===== src/rtl/jtcps1_vram_arb.sv =====
// jtcps1_vram_arb
// Shares the 68000 bus and the VRAM DMA SDRAM port between two DMA
// requesters: the OBJ table copier and the palette copier. The arbiter
// requests the CPU bus, waits for the acknowledge, then grants one
// requester at a time. The granted requester keeps the port until it
// drops its request. Ties are broken round-robin.
//
// Ports
//   clk, rstn          system clock, asynchronous active-low reset
//   pxl_cen            pixel clock enable, only paces the busack timeout
//   HB                 horizontal blank (new grants gated by it if HBONLY=1)
//   br_obj/bg_obj      OBJ DMA request / grant, obj_addr its word address
//   br_pal/bg_pal      palette DMA request / grant, pal_addr its word address
//   busreq/busack      68000 bus request / acknowledge
//   vram_addr/vram_cs  SDRAM DMA word address and chip select
//   vram_clr           one-cycle cache invalidate at the start of each grant
//   ack_err            sticky flag, set when busack does not arrive in time
module jtcps1_vram_arb #(
  parameter int ACKTO  = 8,
  parameter bit HBONLY = 1'b0
) (
  input  logic        clk,
  input  logic        rstn,
  input  logic        pxl_cen,
  input  logic        HB,
  input  logic        br_obj,
  output logic        bg_obj,
  input  logic [17:1] obj_addr,
  input  logic        br_pal,
  output logic        bg_pal,
  input  logic [17:1] pal_addr,
  output logic        busreq,
  input  logic        busack,
  output logic [17:1] vram_addr,
  output logic        vram_cs,
  output logic        vram_clr,
  output logic        ack_err
);

  localparam int CW = $clog2(ACKTO + 2);
  localparam logic [CW-1:0] CNT_LAST = CW'(ACKTO > 0 ? ACKTO - 1 : 0);

  typedef enum logic [2:0] {
    IDLE, WAITACK, GRANT, HANDOVER, RELEASE
  } state_t;

  // Owner encoding: 0 = OBJ, 1 = PAL.
  state_t          state_q, state_d;
  logic            busreq_q, busreq_d;
  logic            bg_q, bg_d;
  logic            owner_q, owner_d;
  logic            last_q, last_d;
  logic            clr_q, clr_d;
  logic            err_q, err_d;
  logic            regrant_q, regrant_d;
  logic [CW-1:0]   cnt_q, cnt_d;

  logic hb_ok, own_br, oth_br;

  always_comb begin
    hb_ok  = !HBONLY || HB;
    own_br = owner_q ? br_pal : br_obj;
    oth_br = owner_q ? br_obj : br_pal;

    state_d   = state_q;
    busreq_d  = busreq_q;
    bg_d      = bg_q;
    owner_d   = owner_q;
    last_d    = last_q;
    clr_d     = 1'b0;
    err_d     = err_q;
    regrant_d = regrant_q;
    cnt_d     = cnt_q;

    case (state_q)
      IDLE: begin
        if ((br_obj || br_pal) && hb_ok) begin
          busreq_d  = 1'b1;
          cnt_d     = '0;
          regrant_d = 1'b0;
          state_d   = WAITACK;
        end
      end
      WAITACK: begin
        if (busack) begin
          // After a bus loss the interrupted owner resumes if still asking.
          state_d   = GRANT;
          bg_d      = 1'b1;
          clr_d     = 1'b1;
          regrant_d = 1'b0;
          if (regrant_q && own_br) owner_d = owner_q;
          else if (br_obj && br_pal) owner_d = ~last_q;
          else if (br_obj) owner_d = 1'b0;
          else if (br_pal) owner_d = 1'b1;
          else begin
            state_d  = RELEASE;
            bg_d     = 1'b0;
            clr_d    = 1'b0;
            busreq_d = 1'b0;
          end
        end else if (pxl_cen) begin
          if (ACKTO > 0 && cnt_q == CNT_LAST) begin
            err_d     = 1'b1;
            busreq_d  = 1'b0;
            regrant_d = 1'b0;
            state_d   = IDLE;
          end else begin
            cnt_d = cnt_q + 1'b1;
          end
        end
      end
      GRANT: begin
        if (!busack) begin
          bg_d      = 1'b0;
          regrant_d = 1'b1;
          cnt_d     = '0;
          state_d   = WAITACK;
        end else if (!own_br) begin
          bg_d   = 1'b0;
          last_d = owner_q;
          if (oth_br && hb_ok) begin
            state_d = HANDOVER;
          end else begin
            busreq_d = 1'b0;
            state_d  = RELEASE;
          end
        end
      end
      HANDOVER: begin
        // owner_q still names the previous owner here.
        if (!busack) begin
          cnt_d   = '0;
          state_d = WAITACK;
        end else if (oth_br) begin
          owner_d = ~owner_q;
          bg_d    = 1'b1;
          clr_d   = 1'b1;
          state_d = GRANT;
        end else begin
          busreq_d = 1'b0;
          state_d  = RELEASE;
        end
      end
      RELEASE: begin
        if (!busack) state_d = IDLE;
      end
      default: state_d = IDLE;
    endcase
  end

  always_ff @(posedge clk or negedge rstn) begin
    if (!rstn) begin
      state_q   <= IDLE;
      busreq_q  <= 1'b0;
      bg_q      <= 1'b0;
      owner_q   <= 1'b0;
      last_q    <= 1'b1;
      clr_q     <= 1'b0;
      err_q     <= 1'b0;
      regrant_q <= 1'b0;
      cnt_q     <= '0;
    end else begin
      state_q   <= state_d;
      busreq_q  <= busreq_d;
      bg_q      <= bg_d;
      owner_q   <= owner_d;
      last_q    <= last_d;
      clr_q     <= clr_d;
      err_q     <= err_d;
      regrant_q <= regrant_d;
      cnt_q     <= cnt_d;
    end
  end

  // Grant is masked by busack so a lost bus drops the port in the same cycle.
  assign vram_cs   = bg_q & busack;
  assign bg_obj    = vram_cs & ~owner_q;
  assign bg_pal    = vram_cs & owner_q;
  assign vram_addr = vram_cs ? (owner_q ? pal_addr : obj_addr) : '0;
  assign vram_clr  = clr_q;
  assign busreq    = busreq_q;
  assign ack_err   = err_q;

endmodule


===== config.mk =====
export PLATFORM = sky130hd
export DESIGN_NAME = jtcps1_vram_arb
export DESIGN_NICKNAME = d
export VERILOG_FILES = /design/src/rtl/jtcps1_vram_arb.sv
export SDC_FILE = /design/constraint.sdc
export NUM_CORES = 1
export LEC_CHECK = 0
export CAP_MARGIN = 20
export CORE_MARGIN = 4
export CORE_UTILIZATION = 39
export CTS_CLUSTER_SIZE = 14
export DETAILED_ROUTE_END_ITERATION = 8
export GPL_TIMING_DRIVEN = 0
export PLACE_DENSITY = 0.8
export SYNTH_ARGS = -nofsm -noshare
export SYNTH_HDL_FRONTEND = slang
export SYNTH_SLANG_ARGS = --single-unit

===== constraint.sdc =====
create_clock -name clk -period 1.88 [get_ports clk]
set_clock_uncertainty 0.1 [all_clocks]
set_input_delay 0.282 -clock clk [delete_from_list [all_inputs] [get_ports clk]]
set_output_delay 0.282 -clock clk [all_outputs]
set_load 0.03 [all_outputs]

==> impl_results.md <==
- Status: finished clean
- Share of cells above drive strength 1: 0.211
- Placer Congestion: slightly above 0.8
- N_diodes: 0
- Met3 Usage GRT: 0.0334
- CP startpoint: owner_q$_DFFE_PN0P_
- CTS H-tree lvls: 1
- Final Cell Area: roughly 1900 um^2
- Most frequent cells in the layout: 39 x clkdlybuf4s50_1, 25 x nor2_1, 18 x mux2i_1
- Post-Syn Instances: 144
- Post-synth ARST share: 1.00
- CP Class: reg2out
- CP max stage delay: 0.35 ns
- CTS Buf Count: 3
- Post-layout min period: approximately 1.8 ns
- Setup repair after global routing missed its margin: yes
- Core footprint: 3030 um^2
- Clk Latency, worst-skew pair: 0.29 ns
- HP Class: in2reg
- DR pass1 iterations: 4
- HPWL Detailed: 3040 um
- Final hold vios: 0
- CTS tree: done
- Mapped Nets: around 190
- CP endpoint kind: primary output
- Synth area leader: dfrtp_1
- Seq. cell area: 352 um^2
- Hold buffers post-CTS: 0
- Die W: about 64 um
- Seq pwr share: 0.204
- Startpoint types: flip-flop
- Clock Tree Buf Depth: 2
- Detailed Route WL: ~3800 um
- Tcrit/Tclk final: 0.980
- Initial Utilization: 0.403
- Worst path top cell family by delay: buffers and inverters
- Grt peak-use layer: met2
- Max_cap viols: 0
- RR Endpoint: state_q[1]$_DFFE_PN0P_
- WP depth: 5
- LEAKAGE: 0.855 nW
- Crit path to: vram_addr[6]
- Total Routing Usage GR: 0.189
- Share of the synthesized area in the top cell type: 0.267
- Drt drc: 0
- Fmax: 543 MHz
- Area of the multi-input gates: ~770 um^2
- Final setup viols: 0
- Post-CTS Setup Inserts: 0
- Sequential fraction of the synthesis area: 0.288
- Port Buffer Count: 61
- Slew margin rel.: 0.579
- Combinational power share: 0.709
- Least-Margin Pin Slew: about 0.63 ns
- R2R Path Start: state_q[2]$_DFFE_PN0P_
- Critical path data required time: 1.50 ns
- Drt via density: 5.36
- #FFs+latches synth: 14
- Worst setup margin: roughly 0.037 ns
- Sw power: 1.00 mW
- Initial antenna violation count: 0
- Die area: 4090 um^2
- Sw Share: 0.471
- Max Slew Vio Count: 0
- Clock root cell: clkbuf_4
- Internal power: 1.12 mW
- Mapped Area: 1220 um^2
- Placed cell area: 1890 um^2
- DRT iter0 DRCs: 52
- Global route overflow: 0
- CP max FO: 10
- Max rail drop VDD: roughly 0.45 mV
- ANT nets after route: 0
- Crit-path cells: buf_6, buf_8, mux2i_1, nor2_1, clkdlybuf4s15_2
- Met2 usage: 0.345
- DP Worst Slack: -0.405 ns
- Worst path slowest cell: dfrtp_1
- Pwr dens: 1140 nW/um^2
- First-pass GRT wire length: 6250 um
- Worst EP arrival: 1.46 ns
- Fill count: 272
- Die H: between 60 and 70 um
- Clock network power share: 0.086
- Worst path buffer plus inverter count: 3
- WL per Instance: ~15 um
- Met1 Usage GRT: 0.217
- CTS clk-pin slew, worst paths: 0.09 ns
- # rows: 20
- Nets: 252
- Clk sink count: 14
- Reg2Reg Depth: 5
- Ys Warns: 0
- Vias post-DR: ~1400
- Most common cell after layout, fill and taps aside: clkdlybuf4s50_1
- Syn Area/Cell: 8.47 um^2
- EDFF count, synth: 0
- Cell variety after synth: 50
- Layout area overhead: 52.1%
- Worst reg-to-reg setup slack: 0.06 ns
- Largest net degree at the start of global routing: 15
- Vias in the first global route: 1329
- # IOs: 64
- Most used flip-flop cell after synthesis: dfrtp_1
- Main area contributors after synthesis: dfrtp_1 27%, mux2i_1 15%, nor2_1 7.7%, nand2_1 4.0%, a21oi_1 3.3%
[registers in the layout (all words and copies together), names as in the netlist]
| signal | count |
|---|---|
| cnt_q | 4 |
| state_q | 3 |
| ack_err | 1 |
| bg_q | 1 |
| busreq | 1 |
| last_q | 1 |
| owner_q | 1 |
| regrant_q | 1 |
| vram_clr | 1 |
[synthesized netlist by cell type (2+ instances only)]
master    count
a21oi_1       8
buf_2         3
buf_6         2
clkbuf_1      3
dfrtp_1      13
inv_1         7
mux2i_1      18
nand2_1      13
nand3b_1      2
nand4_1       2
nor2_1       25
nor3_1        2
nor4b_1       2
o211ai_1      2
o21ai_0       5
o31ai_1       2
or4_1         2
[cell families after synthesis]
logic type	share of synthesized area
buf+inv	0.0851
mux	0.177
compound gates	0.185
simple gates	0.254
flops	0.288
fa+ha+maj	0.0103
[layer usage]
metal | wire, um | vias up
met4 | 117 | 0
met5 | 0 | -
met2 | 2130 | 46
met3 | 171 | 13
li1 | - | 651
met1 | 1400 | 646
[stage by stage]
| step | total power, mW | util | hold WS [ns] | TNS [ns] | instances |
|---|---|---|---|---|---|
| 2_1_floorplan | 1.51 | - | -0.114 | 0 | 144 |
| 3_3_place_gp | 1.93 | 0.623 | 0.350 | -6.69 | 249 |
| 3_5_place_dp | 1.96 | 0.623 | 0.357 | -6.93 | 249 |
| 4_1_cts | 2.17 | 0.643 | 0.258 | -0.0733 | 253 |
| 5_1_grt | 2.28 | 0.613 | 0.265 | -0.0937 | 253 |
| 6_report | 2.12 | 0.613 | 0.268 | 0 | 253 |
[layout make-up]
type | count | area share
Timing Repair Buffer | 61 | 0.286
Multi-Input combinational cell | 111 | 0.413
Tap cell | 44 | 0.0297
Sequential cell | 14 | 0.189
Inverter | 9 | 0.0236
Buffer | 10 | 0.0445
Clock buffer | 4 | 0.0142
[power by group through the flow]
| stage | Sequential, mW | Clock, mW | Combinational (mW) |
|---|---|---|---|
| floorplan | 0.461 | 0 | 1.05 |
| global placement | 0.436 | 0 | 1.49 |
| detailed placement | 0.439 | 0 | 1.52 |
| CTS | 0.433 | 0.191 | 1.54 |
| global route | 0.441 | 0.209 | 1.63 |
| finish | 0.434 | 0.183 | 1.51 |
[worst min path at each step]
| stage | cells past startpoint | startpoint | slack (ns) | end |
|---|---|---|---|---|
| after floorplan | 0 | rstn | -0.11 | ack_err$_DFFE_PN0P_ |
| after global placement | 1 | ack_err$_DFFE_PN0P_ | 0.35 | ack_err$_DFFE_PN0P_ |
| after detailed placement | 1 | ack_err$_DFFE_PN0P_ | 0.36 | ack_err$_DFFE_PN0P_ |
| after CTS | 3 | busack | 0.26 | state_q[2]$_DFFE_PN0P_ |
| after global routing | 3 | busack | 0.27 | state_q[2]$_DFFE_PN0P_ |
| final | 3 | busack | 0.27 | state_q[2]$_DFFE_PN0P_ |
[worst reg2reg max path, cell delays in order, from the launching register on]
cell      delay (ns)
dfrtp_1         0.43
buf_6           0.16
or3_2           0.47
a21boi_1        0.29
nor4b_1         0.10
o21a_1          0.18
[what timing repair did]
| item | in CTS | in global routing |
|---|---|---|
| resized for setup | 64 | 36 |
| cloned | 0 | 0 |
| setup endpoints to repair | 21 | 19 |
| pin swaps | 0 | 0 |
Note: power is estimated with default switching activity, not from simulation.
